[src/rtl/func_eval_pkg.sv]
// func_eval_pkg: shared types and constants for the function-evaluator driver.
//   state_e         : driver FSM states
//   QNAN            : quiet NaN substituted for a result that never arrived
//   DEFAULT_TIMEOUT : default watchdog limit, in cycles
//   WDOG_W          : watchdog counter width (covers TIMEOUT up to 65535)
package func_eval_pkg;

  typedef enum logic [2:0] {
    S_IDLE   = 3'd0,
    S_LAUNCH = 3'd1,
    S_BLANK  = 3'd2,
    S_WAIT   = 3'd3,
    S_EMIT   = 3'd4
  } state_e;

  localparam logic [31:0] QNAN            = 32'h7FC0_0000;
  localparam int          DEFAULT_TIMEOUT = 255;
  localparam int          WDOG_W          = 16;

endpackage

[src/rtl/fe_fifo.sv]
// fe_fifo: synchronous FIFO that buffers host x samples ahead of the evaluator.
// The head word is presented combinationally on pop_data while empty is low.
// Ports:
//   clk, reset          rising-edge clock, synchronous active-high reset
//   push, push_data     write request and data (ignored while full)
//   pop                 read request (ignored while empty)
//   pop_data            current head word
//   full, empty         occupancy flags
// Parameters: DEPTH (power of two, >= 2), WIDTH.
module fe_fifo #(
  parameter int DEPTH = 4,
  parameter int WIDTH = 32
) (
  input  logic             clk,
  input  logic             reset,
  input  logic             push,
  input  logic [WIDTH-1:0] push_data,
  input  logic             pop,
  output logic [WIDTH-1:0] pop_data,
  output logic             full,
  output logic             empty
);

  localparam int AW = $clog2(DEPTH);

  logic [WIDTH-1:0] mem_q [DEPTH];
  logic [AW-1:0]    wr_ptr_q, wr_ptr_d;
  logic [AW-1:0]    rd_ptr_q, rd_ptr_d;
  logic [AW:0]      count_q, count_d;
  logic             do_push, do_pop;

  assign full     = (count_q == (AW+1)'(DEPTH));
  assign empty    = (count_q == '0);
  assign do_push  = push && !full;
  assign do_pop   = pop && !empty;
  assign pop_data = mem_q[rd_ptr_q];

  // Pointers wrap naturally because DEPTH is a power of two.
  always_comb begin
    wr_ptr_d = wr_ptr_q;
    rd_ptr_d = rd_ptr_q;
    count_d  = count_q;
    if (do_push) wr_ptr_d = wr_ptr_q + AW'(1);
    if (do_pop)  rd_ptr_d = rd_ptr_q + AW'(1);
    case ({do_push, do_pop})
      2'b10:   count_d = count_q + (AW+1)'(1);
      2'b01:   count_d = count_q - (AW+1)'(1);
      default: count_d = count_q;
    endcase
  end

  always_ff @(posedge clk) begin
    if (reset) begin
      wr_ptr_q <= '0;
      rd_ptr_q <= '0;
      count_q  <= '0;
    end else begin
      wr_ptr_q <= wr_ptr_d;
      rd_ptr_q <= rd_ptr_d;
      count_q  <= count_d;
    end
  end

  // Storage needs no reset; the counter guards every read.
  always_ff @(posedge clk) begin
    if (do_push) mem_q[wr_ptr_q] <= push_data;
  end

endmodule

[src/rtl/func_eval_driver.sv]
// func_eval_driver: feeds buffered x samples one at a time to an external
// function evaluator and returns each y result to the host.
//
// state  | meaning
// IDLE   | no job; pops the FIFO head into eval_data when out_valid is low
// LAUNCH | eval_start high for this single cycle
// BLANK  | one dead cycle while a stale eval_done from the last job clears
// WAIT   | captures eval_result on the first cycle eval_done is high
// EMIT   | out_valid high until the host takes y
//
// Ports:
//   clk, reset                      clock, synchronous active-high reset
//   in_valid, in_data, in_ready     host x input (in_ready = FIFO not full)
//   out_valid, out_data, out_err    y output; out_err marks a timeout substitute
//   out_ready                       host accepts y
//   eval_start, eval_data           start pulse and x to the evaluator
//   eval_result, eval_done          evaluator y and done level
//   busy                            FSM not idle or FIFO not empty
// Parameters: DEPTH (FIFO entries), TIMEOUT (watchdog limit, 16..65535).
// Build macro FUNC_EVAL_TIMEOUT_EN: adds a watchdog over BLANK+WAIT that
// substitutes a quiet NaN with out_err=1 after TIMEOUT cycles. Without it the
// driver waits indefinitely and out_err is tied low.
module func_eval_driver
  import func_eval_pkg::*;
#(
  parameter int DEPTH   = 4,
  parameter int TIMEOUT = DEFAULT_TIMEOUT
) (
  input  logic        clk,
  input  logic        reset,
  input  logic        in_valid,
  input  logic [31:0] in_data,
  output logic        in_ready,
  output logic        out_valid,
  output logic [31:0] out_data,
  output logic        out_err,
  input  logic        out_ready,
  output logic        eval_start,
  output logic [31:0] eval_data,
  input  logic [31:0] eval_result,
  input  logic        eval_done,
  output logic        busy
);

  if (DEPTH < 2 || (DEPTH & (DEPTH - 1)) != 0) begin : g_bad_depth
    $error("DEPTH must be a power of two >= 2");
  end
  if (TIMEOUT < 16 || TIMEOUT > 65535) begin : g_bad_timeout
    $error("TIMEOUT must be within 16..65535");
  end

  state_e      state_q, state_d;
  logic [31:0] eval_data_q, eval_data_d;
  logic [31:0] out_data_q, out_data_d;
  logic        fifo_full, fifo_empty, fifo_pop;
  logic [31:0] fifo_head;

  fe_fifo #(
    .DEPTH (DEPTH),
    .WIDTH (32)
  ) u_fifo (
    .clk       (clk),
    .reset     (reset),
    .push      (in_valid),
    .push_data (in_data),
    .pop       (fifo_pop),
    .pop_data  (fifo_head),
    .full      (fifo_full),
    .empty     (fifo_empty)
  );

`ifdef FUNC_EVAL_TIMEOUT_EN
  // Down-counter loaded in LAUNCH; reaching 1 in WAIT means TIMEOUT cycles
  // have been spent in BLANK+WAIT.
  logic [WDOG_W-1:0] wdog_q, wdog_d;
  logic              out_err_q, out_err_d;
`endif

  always_comb begin
    state_d     = state_q;
    eval_data_d = eval_data_q;
    out_data_d  = out_data_q;
    fifo_pop    = 1'b0;
`ifdef FUNC_EVAL_TIMEOUT_EN
    wdog_d      = wdog_q;
    out_err_d   = out_err_q;
`endif
    case (state_q)
      S_IDLE: begin
        if (!fifo_empty) begin
          fifo_pop    = 1'b1;
          eval_data_d = fifo_head;
          state_d     = S_LAUNCH;
        end
      end
      S_LAUNCH: begin
        state_d = S_BLANK;
`ifdef FUNC_EVAL_TIMEOUT_EN
        wdog_d  = WDOG_W'(TIMEOUT);
`endif
      end
      S_BLANK: begin
        state_d = S_WAIT;
`ifdef FUNC_EVAL_TIMEOUT_EN
        wdog_d  = wdog_q - WDOG_W'(1);
`endif
      end
      S_WAIT: begin
        if (eval_done) begin
          out_data_d = eval_result;
          state_d    = S_EMIT;
`ifdef FUNC_EVAL_TIMEOUT_EN
          out_err_d  = 1'b0;
          wdog_d     = '0;
        end else if (wdog_q == WDOG_W'(1)) begin
          out_data_d = QNAN;
          out_err_d  = 1'b1;
          wdog_d     = '0;
          state_d    = S_EMIT;
        end else begin
          wdog_d     = wdog_q - WDOG_W'(1);
`endif
        end
      end
      S_EMIT: begin
        if (out_ready) state_d = S_IDLE;
      end
      default: state_d = S_IDLE;
    endcase
  end

  always_ff @(posedge clk) begin
    if (reset) begin
      state_q     <= S_IDLE;
      eval_data_q <= '0;
      out_data_q  <= '0;
`ifdef FUNC_EVAL_TIMEOUT_EN
      wdog_q      <= '0;
      out_err_q   <= 1'b0;
`endif
    end else begin
      state_q     <= state_d;
      eval_data_q <= eval_data_d;
      out_data_q  <= out_data_d;
`ifdef FUNC_EVAL_TIMEOUT_EN
      wdog_q      <= wdog_d;
      out_err_q   <= out_err_d;
`endif
    end
  end

  assign in_ready   = !fifo_full;
  assign eval_start = (state_q == S_LAUNCH);
  assign eval_data  = eval_data_q;
  assign out_valid  = (state_q == S_EMIT);
  assign out_data   = out_data_q;
  assign busy       = (state_q != S_IDLE) || !fifo_empty;
`ifdef FUNC_EVAL_TIMEOUT_EN
  assign out_err    = out_err_q;
`else
  assign out_err    = 1'b0;
`endif

endmodule

[config.mk]
export PLATFORM = sky130hd
export DESIGN_NAME = func_eval_driver
export DESIGN_NICKNAME = d
export VERILOG_FILES = /design/src/rtl/func_eval_pkg.sv /design/src/rtl/fe_fifo.sv /design/src/rtl/func_eval_driver.sv
export SDC_FILE = /design/constraint.sdc
export NUM_CORES = 1
export LEC_CHECK = 0
export ABC_AREA = 1
export ABC_CLOCK_PERIOD_IN_PS = 2800
export BUFFER_PORTS_ARGS = -buffer_cell sky130_fd_sc_hd__buf_2
export CORE_MARGIN = 3
export CORE_UTILIZATION = 30
export CTS_BUF_LIST = sky130_fd_sc_hd__clkbuf_8
export CTS_CLUSTER_DIAMETER = 50
export CTS_CLUSTER_SIZE = 30
export DETAILED_ROUTE_END_ITERATION = 10
export PLACE_DENSITY = 0.54
export SLEW_MARGIN = 40
export SYNTH_ARGS = -nofsm -noshare
export SYNTH_HDL_FRONTEND = slang
export SYNTH_HIERARCHICAL = 1
export SYNTH_SLANG_ARGS = --single-unit
[constraint.sdc]
create_clock -name clk -period 2.8 [get_ports clk]
set_input_delay 0.42 -clock clk [delete_from_list [all_inputs] [get_ports clk]]
set_output_delay 0.42 -clock clk [all_outputs]
set_load 0.01 [all_outputs]
Word level (Yosys, flattened, before mapping)
Memories as Yosys holds them, arrays and structs flattened. A register that Yosys moved wholly into a read port is not among the register bits.
Cells that the tools add are included.
Widths: inputs -> output; s select.
{ "word_totals": {"ramBits": 128, "memories": 1, "ff_bits": 42, "out_inout_bits": 69} }
{ "op_classes": {"n_eq_ne": 10, "reduce_logical": 12, "n_bitwise": 1, "mux": 9, "addsub": 4} }
{ "mem_list": {"columns": ["name", "words", "word_bits", "read_ports", "rd_ports_with_merged_regs", "wr", "line", "rtl"], "rows": [
  ["u_fifo.mem_q", 4, 32, 1, 1, 1, "fe_fifo.sv:26", "logic [WIDTH-1:0] mem_q [DEPTH];"]
]} }
{ "op_table": {"columns": ["operator", "n"], "rows": [
  ["$pmux 3 s5", 1],
  ["$mux 3", 3],
  ["$eq 3x2->1 const B", 2],
  ["$eq 3x3->1 const B", 2],
  ["$logic_not 3->1", 2],
  ["$pmux 3 s2", 1],
  ["$add 2x1->2 const B", 2],
  ["$mux 1", 4],
  ["$ne 2x2->1 const B", 2],
  ["$reduce_and 2->1", 2],
  ["$add 3x1->3 const B", 1],
  ["$eq 3x1->1 const B", 1],
  ["$reduce_and 3->1", 1],
  ["$reduce_bool 3->1", 1],
  ["$sub 3x1->3 const B", 1],
  ["$eq 2x1->1 const B", 1],
  ["$eq 2x2->1 const B", 1],
  ["$logic_and 1x1->1", 2],
  ["$logic_not 1->1", 2],
  ["$ne 2x1->1 const B", 1],
  ["$reduce_bool 2->1", 1],
  ["$logic_or 1x1->1", 1],
  ["$not 1->1", 1]
]} }

Depth between registers and ports, before layout
{ "depth": {"word_depth": 6, "depth_mapped": 17, "depth_no_buf": 16} }

Cells and area by module
The synthesis kept the hierarchy.
{ "modules_own_cells": {"columns": ["mod", "n_inst", "seq_area_each_um2", "cells_each", "area_per_inst_um2"], "rows": [
  ["fe_fifo", 1, 4023.9, 379, 5276.3],
  ["func_eval_driver", 1, 1341.3, 309, 2503.7]
]} }

Worst setup path before layout
OpenSTA, ideal clock, no wires.
{ "synth_path": {"kind": "register -> register", "from": "register u_fifo.wr_ptr_q[0]", "to": "memory u_fifo.mem_q[2][0] (enable)", "required_time_ps": 2379, "slack_ps": 441, "arrival_time_ps": 1938, "stages_incl_launch_ff": 5, "n_path_buf": 0, "path_cell_list": "dfxtp_1 > inv_1 > ha_1 > inv_1 > nor2_1"} }
{ "synth_rtl": {"columns": ["item", "line", "rtl"], "rows": [
  ["start: declaration", "fe_fifo.sv:27", "logic [AW-1:0] wr_ptr_q, wr_ptr_d;"],
  ["start signal: assignment", "fe_fifo.sv:58", "wr_ptr_q <= wr_ptr_d;"],
  ["end: declaration", "fe_fifo.sv:26", null]
]} }
Straight into the memory's write port.

Final worst setup path
{ "layout_path": {"from": "register u_fifo.count_q[2]", "to": "register u_fifo.count_q[2]"} }
{ "layout_between": {"elab_chain_len": 6, "elab_cells_between_ends": 14, "cone_classes": "add/sub (2); eq/ne (3); mux (3); reduce/logical (6)"} }
{ "layout_rtl": {"columns": ["item", "line", "rtl"], "rows": [
  ["start: declaration", "fe_fifo.sv:29", "logic [AW:0] count_q, count_d;"],
  ["start signal: assignment", "fe_fifo.sv:60", "count_q <= count_d;"],
  ["$logic_not 3->1 *", "fe_fifo.sv:33", "assign empty = (count_q == '0);"],
  ["named net fifo_empty", "func_eval_driver.sv:55", "logic fifo_full, fifo_empty, fifo_pop;"],
  ["$mux 1", "func_eval_driver.sv:90", "if (!fifo_empty) begin"],
  ["$mux 1", "func_eval_driver.sv:88", "case (state_q)"],
  ["$logic_and 1x1->1 *", "fe_fifo.sv:35", "assign do_pop = pop && !empty;"],
  ["named net u_fifo.do_pop", "fe_fifo.sv:30", "logic do_push, do_pop;"],
  ["$eq 2x1->1 or $eq 2x2->1 (tied branches)", "fe_fifo.sv:45", "case ({do_push, do_pop})"],
  ["$pmux 3 s2 or $reduce_bool 2->1 (tied branches)", null, null]
]} }
The timed path passes the listed nets; every way through them passes the cells marked *.
A chain may end at the register's enable or synchronous reset.

==> flow_metrics.py <==
metrics = {
    "layout": {
        "diodes": 0,
        "final_common_cell": "buf_2",
        "regArea_sq_mm": 0.00537,
        "mostFrequentLayoutCells": "buf_2 (136), edfxtp_1 (128), nand2_1 (110)",
        "drive_gt1_share_pct": 25.1,
        "final_nets": 896,
        "multi_input_area_sq_mm": 0.00201,
        "fillers": 2520,
        "syn2layout_area_growth_pct": 19.0,
        "final_cells": 1169,
    },
    "floorplan": {
        "core_sq_mm": 0.0253,
        "die_area_sq_mm": 0.0279,
        "fp.dieW_microns": 167,
        "start_util_pct": 30.7,
        "row_count": 58,
        "die_y_microns": 167,
        "design.portCount": 138,
    },
    "synthesis": {
        "async_flop_share_pct": 0,
        "synth_edf_count": 128,
        "synth_warnings": 6,
        "avgSynthCellArea_sq_um": 11.3,
        "synthesis.nets": 763,
        "seq_area_frac_synth_pct": 69.0,
        "ys_ff_latch": 204,
        "ys_types": 26,
        "netlist_area_sq_mm": 0.00778,
        "synth_flop_cell": "edfxtp_1",
        "synthCells": 688,
    },
    "run_status": {
        "status": "finished clean",
    },
    "worst_setup_path": {
        "crit_top_cell": "inv_1",
        "end_kind": "flop",
        "critPathRequiredTime_ns": 3.24,
        "cp.arrival_ns": 2.47,
        "crit_buf_inv": 6,
        "worst_path_largest_cell_delay_ns": 0.39,
        "crit_type": "reg2reg",
        "path_cells": "inv_1 > nand2_2 > inv_1 > nand3b_2 > inv_2 > nand2_1 > inv_1 > ha_1 > inv_1 > fa_1 > inv_1 > nand2_1 > nand3_1 > nand2_1 > nand2_1 > nor2_1",
        "slowest_stage": "fa_1",
        "critPathTopFamily": "simple AND/OR/NAND/NOR gates",
        "cp-start-kind": "flop",
        "path_max_fanout": 4,
    },
    "grt": {
        "grt_max_degree": 65,
        "met2_usage_pct": 21.2,
        "use_met1_pct": 16.9,
        "grt_pass1_vias": 5245,
        "grt.busiest_layer": "met2",
        "grtUsageMet3_pct": 2.82,
        "grt_pass1_wl_microns": 28800,
        "antenna_found_initial": 3,
        "globalRouteOverflowTotal": 0,
        "grt_use_total_pct": 12.7,
    },
    "routing": {
        "drcViolationCount": 0,
        "num_vias": 5435,
        "post_drt_via_cell_ratio": 4.65,
        "avgRoutedWirePerCell_microns": 15.6,
        "dr.pass1.iters": 6,
        "ant_nets": 0,
        "wl_microns": 18300,
        "drtIter0Drc": 352,
    },
    "cts": {
        "clkTransAtPathRegs_ns": 0.10,
        "clock-root-buffer": "clkbuf_8",
        "cts_resized": 0,
        "cts_tree": "yes",
        "cts_max_level": 1,
        "numCtsBuffers": 24,
        "cts_sinks": 204,
        "clk_latency_ns": 0.56,
        "holdBufCountCts": 0,
        "cts_buffer_depth": 3,
        "cts_setup_buffers": 0,
    },
    "sta": {
        "fmax_ghz": 0.494,
        "slew_headroom_pct": 45.6,
        "tightestPinTransition_ns": 0.816,
        "period_needed_ns": 2.03,
        "skew_ns": 0.0262,
        "rsz0062_at_grt": "false",
        "final_max_slew_viol_count": 0,
        "hold_viol": 0,
        "timing.final.crit_share_pct": 72.4,
        "finalSetupViolations": 0,
        "finalSetupTns_ns": 0,
    },
    "job": {
        "maxCapViolations": 0,
    },
    "placement": {
        "dp_hpwl_microns": 11200,
        "gp_congestion": 0.755,
        "io_buffers": 136,
        "dp_cells": 1125,
    },
    "pwr": {
        "ir_worst_vdd_mv": 0.451,
        "power_density_mw_per_mm2": 896,
        "p_leak_nw": 3.50,
    },
    "worst_hold_path": {
        "hold_path_class": "in2reg",
    },
}
## Yosys cell counts, types with 3 or more instances
cell	instances	area (sq um)
o22ai_1	32	200
nor2_1	78	293
nand3_1	41	205
nand2_1	110	413
inv_2	3	11.3
edfxtp_1	128	3840
inv_1	22	82.6
buf_4	7	52.6
ha_1	5	62.6
o21ai_0	38	190
nand2_2	3	18.8
o21ai_1	28	140
dfxtp_1	76	1520
buf_6	18	203
clkbuf_1	9	33.8
a21oi_1	70	350
buf_2	9	45.0
## cell families after synthesis
family          synth area share, %
simple gates                   12.8
compound gates                 11.4
buf+inv                        5.64
flops                          69.0
other cells                  0.0482
fa+ha+maj                      1.06
## path summary, 6_finish.rpt
| check | start | endpoint | slack [ns] | cells after the start |
|---|---|---|---|---|
| min | in_data[1] | u_fifo/mem_q[3][1] | 0.07 | 1 |
| min reg2reg | out_data[10] | out_data[10] | 0.46 | 2 |
| max reg2reg | u_fifo/count_q[2] | u_fifo/count_q[2] | 0.77 | 16 |
| max | u_fifo/count_q[2] | u_fifo/count_q[2] | 0.77 | 16 |
## metrics by stage
stage / area, sq um / worst slack (ns) / utilization [%] / hold WS [ns] / total power (W)
CTS: 9260 / 0.763 / 36.5 / 0.0183 / 0.00847
global route: 9260 / 0.549 / 36.5 / 0.0338 / 0.00886
finish: 9260 / 0.774 / 36.5 / 0.0708 / 0.00829
floorplan: 7780 / 0.441 / - / 0.459 / 0.00552
detailed placement: 8710 / 0.797 / 34.4 / 0.450 / 0.00623
global placement: 8710 / 0.806 / 34.4 / 0.447 / 0.00620
## power breakdown
part           total [W]  switching (W)  internal [W]
sequential       0.00385       0.000231       0.00362
combinational    0.00224        0.00149      0.000755
clock            0.00220        0.00126      0.000943
## sequential cells by signal, summed over array words and instances, names as in the netlist, named ones only
signal	cells
eval_data	32
out_data	32
state_q	3
u_fifo/count_q	3
u_fifo/mem_q	128
u_fifo/rd_ptr_q	2
u_fifo/wr_ptr_q	2
## worst reg2reg max path, stage by stage (launching register included)
cell and delay [ns]:
dfxtp_1 0.35, inv_1 0.07, nand2_2 0.10, inv_1 0.06, nand3b_2 0.21, inv_2 0.07, nand2_1 0.06, inv_1 0.07
ha_1 0.16, inv_1 0.07, fa_1 0.39, inv_1 0.07, nand2_1 0.04, nand3_1 0.08, nand2_1 0.05, nand2_1 0.05
nor2_1 0.04
## area by class of cell
class / count / share of cell area [%]
Sequential cell: 204 / 58.0
Timing Repair Buffer: 150 / 8.90
Tap cell: 330 / 4.46
Clock inverter: 19 / 2.14
Inverter: 26 / 1.14
Clock buffer: 25 / 3.72
Multi-Input combinational cell: 415 / 21.7
## per-layer routing
metal | up-vias | part of all wire, %
met1 | 2574 | 45
met3 | 36 | 6.6
met2 | 152 | 46
met5 | - | 0.15
li1 | 2667 | -
met4 | 6 | 2.1
Power figures use the tool's default switching activity.
